===== src/rtl/alu_arbiter_if.sv =====
// Requester-side bus of alu_arbiter: per-requester request fields (packed
// slice i per requester), one-hot accept, and the tagged result strobe.
interface alu_arbiter_if #(
  parameter int NREQ          = 2,
  parameter int ADDRESS_WIDTH = 5,
  parameter int DATA_WIDTH    = 32
);
  localparam int IDW = (NREQ > 1) ? $clog2(NREQ) : 1;

  logic [NREQ-1:0]               req_valid;
  logic [NREQ-1:0]               req_ready;
  logic [NREQ*ADDRESS_WIDTH-1:0] req_rs1;
  logic [NREQ*ADDRESS_WIDTH-1:0] req_rs2;
  logic [NREQ*ADDRESS_WIDTH-1:0] req_rd;
  logic [NREQ*DATA_WIDTH-1:0]    req_imm;
  logic [NREQ-1:0]               req_alusrc;
  logic [NREQ-1:0]               req_aluctrl;
  logic [NREQ-1:0]               req_we;
  logic                          resp_valid;
  logic [IDW-1:0]                resp_id;
  logic [DATA_WIDTH-1:0]         resp_data;

  modport master (
    output req_valid, req_rs1, req_rs2, req_rd, req_imm,
           req_alusrc, req_aluctrl, req_we,
    input  req_ready, resp_valid, resp_id, resp_data
  );

  modport slave (
    input  req_valid, req_rs1, req_rs2, req_rd, req_imm,
           req_alusrc, req_aluctrl, req_we,
    output req_ready, resp_valid, resp_id, resp_data
  );
endinterface


===== src/rtl/alu_arbiter.sv =====
// alu_arbiter: round-robin sharing of one ALU/register-file datapath between
// NREQ requesters. IDLE -> EXEC -> RESP per operation.
// Optional macro ALU_ARB_FASTPATH_EN: RESP also arbitrates, allowing
// back-to-back operations every 2 cycles instead of 3.
module alu_arbiter #(
  parameter int NREQ          = 2,
  parameter int ADDRESS_WIDTH = 5,
  parameter int DATA_WIDTH    = 32
) (
  input  logic                     clk,
  input  logic                     rst_n,
  alu_arbiter_if.slave             bus,
  output logic                     RegWrite,
  output logic                     ALUsrc,
  output logic                     ALUctrl,
  output logic [DATA_WIDTH-1:0]    immOp,
  output logic [ADDRESS_WIDTH-1:0] rs1,
  output logic [ADDRESS_WIDTH-1:0] rs2,
  output logic [ADDRESS_WIDTH-1:0] rd,
  input  logic [DATA_WIDTH-1:0]    ALUout
);
  localparam int          IDW    = (NREQ > 1) ? $clog2(NREQ) : 1;
  localparam int unsigned NREQ_U = NREQ;

  typedef enum logic [1:0] {
    IDLE = 2'd0,
    EXEC = 2'd1,
    RESP = 2'd2
  } state_t;

  state_t                   state;
  state_t                   state_nxt;
  logic [IDW-1:0]           rr_ptr;
  logic                     found;
  logic [IDW-1:0]           win_id;
  logic                     grant;

  logic [IDW-1:0]           lat_id;
  logic [ADDRESS_WIDTH-1:0] lat_rs1;
  logic [ADDRESS_WIDTH-1:0] lat_rs2;
  logic [ADDRESS_WIDTH-1:0] lat_rd;
  logic [DATA_WIDTH-1:0]    lat_imm;
  logic                     lat_alusrc;
  logic                     lat_aluctrl;
  logic                     lat_we;

  logic [IDW-1:0]           resp_id_q;
  logic [DATA_WIDTH-1:0]    resp_data_q;

  function automatic logic [IDW-1:0] wrap_idx(input logic [IDW-1:0] base,
                                              input int unsigned off);
    int unsigned sum;
    sum = 32'(base) + off;
    return IDW'(sum % NREQ_U);
  endfunction

  // Round-robin search: first valid requester at or after rr_ptr, wrapping.
  always_comb begin
    found  = 1'b0;
    win_id = '0;
    for (int unsigned off = 0; off < NREQ_U; off++) begin
      if (!found && bus.req_valid[wrap_idx(rr_ptr, off)]) begin
        found  = 1'b1;
        win_id = wrap_idx(rr_ptr, off);
      end
    end
  end

  // State register.
  always_ff @(posedge clk or negedge rst_n) begin
    if (!rst_n) state <= IDLE;
    else        state <= state_nxt;
  end

  // Next state, grant decision and one-hot accept.
  always_comb begin
    state_nxt     = state;
    grant         = 1'b0;
    bus.req_ready = '0;
    case (state)
      IDLE: begin
        if (found) begin
          grant     = 1'b1;
          state_nxt = EXEC;
        end
      end
      EXEC: state_nxt = RESP;
      RESP: begin
`ifdef ALU_ARB_FASTPATH_EN
        if (found) begin
          grant     = 1'b1;
          state_nxt = EXEC;
        end else begin
          state_nxt = IDLE;
        end
`else
        state_nxt = IDLE;
`endif
      end
      default: state_nxt = IDLE;
    endcase
    if (grant) bus.req_ready[win_id] = 1'b1;
  end

  // Capture the winner's fields and id at the accept edge.
  always_ff @(posedge clk or negedge rst_n) begin
    if (!rst_n) begin
      lat_id      <= '0;
      lat_rs1     <= '0;
      lat_rs2     <= '0;
      lat_rd      <= '0;
      lat_imm     <= '0;
      lat_alusrc  <= 1'b0;
      lat_aluctrl <= 1'b0;
      lat_we      <= 1'b0;
    end else if (grant) begin
      lat_id      <= win_id;
      lat_rs1     <= bus.req_rs1[32'(win_id)*ADDRESS_WIDTH +: ADDRESS_WIDTH];
      lat_rs2     <= bus.req_rs2[32'(win_id)*ADDRESS_WIDTH +: ADDRESS_WIDTH];
      lat_rd      <= bus.req_rd[32'(win_id)*ADDRESS_WIDTH +: ADDRESS_WIDTH];
      lat_imm     <= bus.req_imm[32'(win_id)*DATA_WIDTH +: DATA_WIDTH];
      lat_alusrc  <= bus.req_alusrc[win_id];
      lat_aluctrl <= bus.req_aluctrl[win_id];
      lat_we      <= bus.req_we[win_id];
    end
  end

  // At the end of EXEC: capture the result, tag it, advance the RR pointer.
  always_ff @(posedge clk or negedge rst_n) begin
    if (!rst_n) begin
      rr_ptr      <= '0;
      resp_id_q   <= '0;
      resp_data_q <= '0;
    end else if (state == EXEC) begin
      resp_id_q   <= lat_id;
      resp_data_q <= ALUout;
      rr_ptr      <= (lat_id == IDW'(NREQ - 1)) ? '0 : lat_id + 1'b1;
    end
  end

  // Datapath controls are live only during EXEC; rd 0 is never written.
  always_comb begin
    RegWrite = 1'b0;
    ALUsrc   = 1'b0;
    ALUctrl  = 1'b0;
    immOp    = '0;
    rs1      = '0;
    rs2      = '0;
    rd       = '0;
    if (state == EXEC) begin
      RegWrite = lat_we && (lat_rd != '0);
      ALUsrc   = lat_alusrc;
      ALUctrl  = lat_aluctrl;
      immOp    = lat_imm;
      rs1      = lat_rs1;
      rs2      = lat_rs2;
      rd       = lat_rd;
    end
  end

  assign bus.resp_valid = (state == RESP);
  assign bus.resp_id    = resp_id_q;
  assign bus.resp_data  = resp_data_q;
endmodule


===== src/flat_wrapper.sv =====
// flat-port wrapper written by rule: the top's interface ports become plain ports
module alu_arbiter_flat 
#(
  parameter int NREQ          = 2,
  parameter int ADDRESS_WIDTH = 5,
  parameter int DATA_WIDTH    = 32
)
  (clk, rst_n, RegWrite, ALUsrc, ALUctrl, immOp, rs1, rs2, rd, ALUout, bus_req_valid, bus_req_rs1, bus_req_rs2, bus_req_rd, bus_req_imm, bus_req_alusrc, bus_req_aluctrl, bus_req_we, bus_req_ready, bus_resp_valid, bus_resp_id, bus_resp_data);
  alu_arbiter_if #(.NREQ(NREQ), .ADDRESS_WIDTH(ADDRESS_WIDTH), .DATA_WIDTH(DATA_WIDTH)) bus_i ();
  input  logic clk;
  input  logic rst_n;
  output logic RegWrite;
  output logic ALUsrc;
  output logic ALUctrl;
  output logic [DATA_WIDTH-1:0] immOp;
  output logic [ADDRESS_WIDTH-1:0] rs1;
  output logic [ADDRESS_WIDTH-1:0] rs2;
  output logic [ADDRESS_WIDTH-1:0] rd;
  input  logic [DATA_WIDTH-1:0] ALUout;
  input wire logic [$bits(bus_i.req_valid)-1:0] bus_req_valid;
  input wire logic [$bits(bus_i.req_rs1)-1:0] bus_req_rs1;
  input wire logic [$bits(bus_i.req_rs2)-1:0] bus_req_rs2;
  input wire logic [$bits(bus_i.req_rd)-1:0] bus_req_rd;
  input wire logic [$bits(bus_i.req_imm)-1:0] bus_req_imm;
  input wire logic [$bits(bus_i.req_alusrc)-1:0] bus_req_alusrc;
  input wire logic [$bits(bus_i.req_aluctrl)-1:0] bus_req_aluctrl;
  input wire logic [$bits(bus_i.req_we)-1:0] bus_req_we;
  output wire logic [$bits(bus_i.req_ready)-1:0] bus_req_ready;
  output wire logic [$bits(bus_i.resp_valid)-1:0] bus_resp_valid;
  output wire logic [$bits(bus_i.resp_id)-1:0] bus_resp_id;
  output wire logic [$bits(bus_i.resp_data)-1:0] bus_resp_data;
  assign bus_i.req_valid = bus_req_valid;
  assign bus_i.req_rs1 = bus_req_rs1;
  assign bus_i.req_rs2 = bus_req_rs2;
  assign bus_i.req_rd = bus_req_rd;
  assign bus_i.req_imm = bus_req_imm;
  assign bus_i.req_alusrc = bus_req_alusrc;
  assign bus_i.req_aluctrl = bus_req_aluctrl;
  assign bus_i.req_we = bus_req_we;
  assign bus_req_ready = bus_i.req_ready;
  assign bus_resp_valid = bus_i.resp_valid;
  assign bus_resp_id = bus_i.resp_id;
  assign bus_resp_data = bus_i.resp_data;
  alu_arbiter #(.NREQ(NREQ), .ADDRESS_WIDTH(ADDRESS_WIDTH), .DATA_WIDTH(DATA_WIDTH)) u_core (.clk(clk), .rst_n(rst_n), .bus(bus_i), .RegWrite(RegWrite), .ALUsrc(ALUsrc), .ALUctrl(ALUctrl), .immOp(immOp), .rs1(rs1), .rs2(rs2), .rd(rd), .ALUout(ALUout));
endmodule

===== config.mk =====
export PLATFORM = sky130hd
export DESIGN_NAME = alu_arbiter_flat
export DESIGN_NICKNAME = d
export VERILOG_FILES = /design/src/rtl/alu_arbiter_if.sv /design/src/rtl/alu_arbiter.sv /design/src/flat_wrapper.sv
export SDC_FILE = /design/constraint.sdc
export NUM_CORES = 1
export LEC_CHECK = 0
export CELL_PAD_IN_SITES_DETAIL_PLACEMENT = 1
export CELL_PAD_IN_SITES_GLOBAL_PLACEMENT = 1
export CORE_MARGIN = 1.5
export CORE_UTILIZATION = 29
export DETAILED_ROUTE_END_ITERATION = 8
export PLACE_DENSITY = 0.81
export SYNTH_ARGS = -nofsm -noshare
export SYNTH_HDL_FRONTEND = slang
export SYNTH_SLANG_ARGS = --single-unit
export TNS_END_PERCENT = 10

===== constraint.sdc =====
create_clock -name clk -period 2.4 [get_ports clk]
set_input_delay 0.72 -clock clk [delete_from_list [all_inputs] [get_ports clk]]
set_output_delay 0.72 -clock clk [all_outputs]
set_load 0.01 [all_outputs]

==> results of run 1 <==
## flip-flops by register name, summed over array words and instances, names as in the netlist
name / cells
u_core.bus.resp_data: 32
u_core.lat_imm: 32
u_core.lat_rd: 5
u_core.lat_rs1: 5
u_core.lat_rs2: 5
u_core.state: 2
u_core.bus.resp_id: 1
u_core.lat_aluctrl: 1
u_core.lat_alusrc: 1
u_core.lat_id: 1
u_core.lat_we: 1
u_core.rr_ptr: 1
## worst max path at each step
stage	start	endpoint	slack, ns	cells past startpoint
floorplan	bus_req_valid[0]	bus_req_ready[1]	0.38	4
global placement	bus_req_valid[0]	bus_req_ready[1]	-0.38	4
detailed placement	bus_req_valid[0]	bus_req_ready[1]	-0.38	4
CTS	u_core.lat_rd[3]$_DFFE_PN0N_	RegWrite	0.01	3
global route	u_core.state[1]$_DFFE_PN0P_	ALUctrl	-0.009	4
finish	u_core.state[1]$_DFFE_PN0P_	immOp[14]	0.08	4
## worst reg2reg max path: stages, from the launching register on
cell and delay, ns:
dfrtp_1 0.40, or2_2 0.71, o21a_1 0.35, a221o_1 0.28
## power groups by stage
stage | logic [W] | registers [W] | clock network (W)
2_1_floorplan | 0.00219 | 0.00265 | 0
3_3_place_gp | 0.00390 | 0.00257 | 0
3_5_place_dp | 0.00400 | 0.00263 | 0
4_1_cts | 0.00382 | 0.00261 | 0.00149
5_1_grt | 0.00413 | 0.00270 | 0.00154
6_report | 0.00382 | 0.00260 | 0.00145
## layout make-up
| cell class | instances | area (µm²) | share of cell area [%] |
|---|---|---|---|
| clock buffers | 9 | 225 | 3.41 |
| diodes | 1 | 2.50 | 0.0379 |
| clock inverters | 5 | 75.1 | 1.14 |
| multi-input cells | 198 | 1660 | 25.1 |
| well taps | 176 | 220 | 3.33 |
| repair buffers | 231 | 2250 | 34.0 |
| flip-flops and latches | 87 | 2180 | 33.0 |
## routing by layer
layer	routed length, µm	share of wire (%)
met2	6500	49
met4	225	1.7
met1	5500	42
met3	999	7.6
met5	0	0
## metrics by stage
stage	cells	total power (W)	utilization [%]	setup slack (ns)
floorplan	318	0.00483	-	0.382
global placement	691	0.00647	47.7	-0.379
detailed placement	691	0.00663	47.7	-0.376
CTS	705	0.00792	49.5	0.0113
global route	707	0.00837	49.3	-0.00871
finish	707	0.00788	49.3	0.0835
## logic make-up (layout without fill, tap and decap cells)
family	count (synthesis)	count (layout)	synth area share (%)
muxes	33	33	9.22
other	0	1	0
DFF	87	87	54.0
and+or+nand+nor	62	62	9.35
buffers and inverters	33	245	5.16
AOI/OAI and AO/OA	103	103	22.2
## layout by cell type, fill, tap and decap left out
cell,n
buf_12,5
nor2b_1,1
nand2b_1,2
nand2_1,1
and3_2,2
clkdlybuf4s50_1,166
clkinv_2,3
and2b_4,1
or2_2,1
buf_4,5
clkdlybuf4s15_1,27
nor2_1,3
o21ai_0,1
diode_2,1
clkdlybuf4s15_2,1
mux2_2,33
clkbuf_2,23
a21oi_1,1
o21a_1,50
or3_1,1
o311a_1,1
dlygate4sd2_1,3
bufinv_16,2
a221o_1,50
clkbuf_16,10
and2_1,49
dfrtp_1,87
nor2_4,1
## timing repair
action	4_1_cts	5_1_grt
endpoints found under the setup margin	52	38
gates resized for setup	57	73
cloned	0	1
==> impl_metrics.json, run 1 <==
{
  "areaGrowthSynthToFinish_pct": 63.9,
  "path_clk_slew_ns": 0.06,
  "grt_pass1_vias": 3827,
  "fin_worst_skew_ns": 0.00431,
  "cpPeakStageDelay_ns": 0.40,
  "required_ns": 1.68,
  "cts_inserted_buffers": 9,
  "antenna_found_initial": 1,
  "rr_worst_depth": 3,
  "wl_per_cell_um": 18.7,
  "fillers": 1435,
  "final_hold_viol_count": 0,
  "cts_sinks": 87,
  "dieHeight_um": 121,
  "status": "finished, final reports clean",
  "synth_seq_cells": 87,
  "start_util_pct": 30.1,
  "internal_power_w": 0.00528,
  "nets": 663,
  "ys_warn_count": 0,
  "synth_edf_count": 0,
  "grt_busiest_layer": "met2",
  "slew_violations": 0,
  "arrival_ns": 1.60,
  "grt_use_met3_pct": 4.61,
  "dr.pass1.iters": 4,
  "rr_endpoint": "u_core.lat_imm[19]$_DFFE_PN0N_",
  "critical_path.cell_chain": "and2b_4 > buf_12 > and2_1 > clkdlybuf4s15_1",
  "grt_pass1_wl_mm": 20.4,
  "die_width_um": 121,
  "synthCells": 318,
  "cp_slowest_cell": "dfrtp_1",
  "cts_root_buffer": "clkbuf_16",
  "ctsLongestPathBuffers": 2,
  "max_freq_ghz": 0.432,
  "drive_above_1_share_pct": 16.4,
  "tns_ns": 0,
  "netlist_top_cells_area": "dfrtp_1 54%, a221o_1 12%, o21a_1 9.3%, mux2_2 9.2%, and2_1 7.6%",
  "use_met1_pct": 21.5,
  "post-route-period-util_pct": 96.5,
  "hold_class": "in2async",
  "drtIter0Drc": 125,
  "hold_ws_ns": 0.369,
  "syn_area_per_cell_um2": 12.7,
  "synthTopCellsByCount": "87 x dfrtp_1, 50 x a221o_1, 50 x o21a_1",
  "worstMarginPinSlew_ns": 1.13,
  "sw_frac_of_total_pct": 32.9,
  "crit_fanout": 18,
  "drc": 0,
  "track_usage_pct": 18.2,
  "yosysUniqueCellTypes": 21,
  "synth_most_common_cell": "dfrtp_1",
  "slew_headroom_pct": 24.7,
  "cp_top_family": "simple AND/OR/NAND/NOR gates",
  "clockPowerShare_pct": 18.4,
  "fin_crit_ns": 2.32,
  "synth_ff_type": "dfrtp_1",
  "synthArstFlopShare_pct": 100,
  "leakagePower_nw": 2.77,
  "startpoint_type": "register",
  "rsz0062_at_grt": "true",
  "synth_top_area_cell": "dfrtp_1",
  "regToRegStartpoint": "u_core.state[1]$_DFFE_PN0P_",
  "sequentialPowerShare_pct": 33.0,
  "tritoncts": "built",
  "vias": 3492,
  "vdd_ir_drop_max_uv": 439,
  "setup_violations": 0,
  "grt_start_max_net_pins": 53,
  "clkLatencyLatePin_ns": 0.34,
  "routed_wirelength_mm": 13.2,
  "rows": 42,
  "viasPerCell": 4.94,
  "coreArea_um2": 13400,
  "gp_congestion": 0.758,
  "antenna_left": 0,
  "synth_nets": 454,
  "combPwrFrac_pct": 48.5,
  "hold_buffers": 0,
  "post-route-cell-area_um2": 6600,
  "setup.worst_path.end_class": "primary output",
  "cap_viol_max_count": 0,
  "netlist_area_um2": 4030,
  "cts_setup_buffers": 0,
  "dpl.hpwl_mm": 9.32,
  "setup.worst_path.class": "reg2out",
  "portBuffers": 221,
  "htreeDepth": 3,
  "r2r_slack_ns": 0.54,
  "cellPowerDensity_nw_per_um2": 1190,
  "power_switching_w": 0.00259,
  "path_buf_inv": 2,
  "die_area_um2": 14600,
  "grt_overflow": 0,
  "place_area_um2": 6390,
  "synth.top_cell.area_share_pct": 54.0,
  "ys_seq_area_share_pct": 54.0,
  "met2_usage_pct": 31.8,
  "io_pins": 222
}
(Power assumes the default switching activity.)
==> run 2, diff against run 1 <==
--- a/config.mk
+++ b/config.mk
@@ -11,6 +11,7 @@
 export CORE_UTILIZATION = 29
 export DETAILED_ROUTE_END_ITERATION = 8
 export PLACE_DENSITY = 0.81
+export SKIP_CTS_REPAIR_TIMING = 1
 export SYNTH_ARGS = -nofsm -noshare
 export SYNTH_HDL_FRONTEND = slang
 export SYNTH_SLANG_ARGS = --single-unit
==> impl_metrics.json, run 2 (same netlist as run 1, synthesis figures left out) <==
{
  "nets": 663,
  "hold_class": "in2async",
  "slew_headroom_pct": 25.0,
  "dpl.hpwl_mm": 9.32,
  "tns_ns": 0,
  "path_clk_slew_ns": 0.06,
  "r2r_slack_ns": 0.55,
  "gp_congestion": 0.758,
  "leakagePower_nw": 3.61,
  "wl_per_cell_um": 18.7,
  "final_hold_viol_count": 0,
  "drive_above_1_share_pct": 11.9,
  "vdd_ir_drop_max_uv": 444,
  "seq_area_um2": 2180,
  "grt_start_max_net_pins": 53,
  "startpoint_type": "register",
  "post-route-period-util_pct": 95.6,
  "cellPowerDensity_nw_per_um2": 1170,
  "rows": 42,
  "status": "finished, final reports clean",
  "areaGrowthSynthToFinish_pct": 70.2,
  "fin_cells": 707,
  "multi_input_area_um2": 1660,
  "htreeDepth": 3,
  "fillers": 1405,
  "vias": 3510,
  "max_freq_ghz": 0.436,
  "start_util_pct": 30.1,
  "critical_path.cell_chain": "or3_1 > o311a_1 > dlymetal6s2s_1",
  "dr.pass1.iters": 4,
  "setup.worst_path.end_class": "primary output",
  "antenna_left": 0,
  "track_usage_pct": 18.1,
  "die_width_um": 121,
  "hold_ws_ns": 0.369,
  "required_ns": 1.68,
  "clkLatencyLatePin_ns": 0.34,
  "grt_pass1_vias": 3818,
  "setup_violations": 0,
  "regToRegStartpoint": "u_core.state[1]$_DFFE_PN0P_",
  "portBuffers": 221,
  "rr_endpoint": "u_core.lat_we$_DFFE_PN0N_",
  "grt_overflow": 0,
  "viasPerCell": 4.96,
  "antenna_found_initial": 1,
  "drtIter0Drc": 139,
  "cpPeakStageDelay_ns": 0.41,
  "routed_wirelength_mm": 13.2,
  "worstMarginPinSlew_ns": 1.12,
  "io_pins": 222,
  "arrival_ns": 1.57,
  "rr_worst_depth": 3,
  "grt_pass1_wl_mm": 20.3,
  "dieHeight_um": 121,
  "cts_root_buffer": "clkbuf_16",
  "cts_sinks": 87,
  "cap_viol_max_count": 0,
  "tritoncts": "built",
  "setup.worst_path.class": "reg2out",
  "rsz0062_at_grt": "false",
  "die_area_um2": 14600,
  "cts_inserted_buffers": 9,
  "crit_fanout": 3,
  "coreArea_um2": 13400,
  "post-place-cells": 691,
  "ctsLongestPathBuffers": 2,
  "fin_worst_skew_ns": 0.00557,
  "drc": 0,
  "cp_slowest_cell": "dfrtp_1",
  "final_cell_mix": "166 x clkdlybuf4s50_1, 87 x dfrtp_1, 54 x dlymetal6s2s_1",
  "fin_crit_ns": 2.29,
  "slew_violations": 0,
  "final_common_cell": "clkdlybuf4s50_1"
}
-- run 2: cell types whose count changed in the layout (fill, tap and decap cells not counted), sizes merged --
cell           previous run  this run
dlygate4sd2               3         0
clkdlybuf4s15            28         0
clkbuf                   33        10
dlymetal6s2s              0        54
-- run 2: routing by layer --
layer	up-vias	wire, µm	global-route usage [%]
li1	1597	-	-
met1	1731	5590	21.4
met2	165	6410	31.6
met3	17	981	4.65
met4	0	235	6.84
met5	-	0	0
-- run 2: how the worst max path moves through the flow --
stage                     slack, ns          endpoint                    startpoint  depth (start not counted)
after floorplan                0.38  bus_req_ready[1]              bus_req_valid[0]                          4
after global placement        -0.38  bus_req_ready[1]              bus_req_valid[0]                          4
after detailed placement      -0.38  bus_req_ready[1]              bus_req_valid[0]                          4
after CTS                     -0.38  bus_req_ready[1]              bus_req_valid[0]                          4
after global routing           0.04          RegWrite  u_core.lat_rd[3]$_DFFE_PN0N_                          3
final                          0.11          RegWrite  u_core.lat_rd[2]$_DFFE_PN0N_                          3
-- run 2: critical path: cells and delay by family, from the launching register on --
family,cells,cell delay (ns)
compound gates,1,0.29
buf+inv,1,0.18
flops,1,0.41
simple gates,1,0.36
-- run 2: layout make-up --
type                       count  area share [%]
sequential                    87            31.8
clock inverter                 5            1.09
timing repair buffer         231            36.5
multi-input combinational    198            24.2
tap                          176            3.21
clock buffer                   9            3.28
antenna                        1          0.0365
-- run 2: stage by stage --
stage | setup slack (ns) | instance area, µm² | util [%] | power (W)
final | 0.106 | 6860 | 51.2 | 0.00799
after global routing | 0.0383 | 6860 | 51.2 | 0.00848
after CTS | -0.376 | 6690 | 49.9 | 0.00812
after detailed placement | -0.376 | 6390 | 47.7 | 0.00663
after global placement | -0.379 | 6390 | 47.7 | 0.00647
after floorplan | 0.382 | 4030 | - | 0.00483
-- run 2: power breakdown --
group	total, W	leakage [nW]	switching (W)	internal, W
Clock	0.00145	0.151	0.000559	0.000894
Sequential	0.00260	1.05	0.000395	0.00221
Combinational	0.00393	2.41	0.00163	0.00231
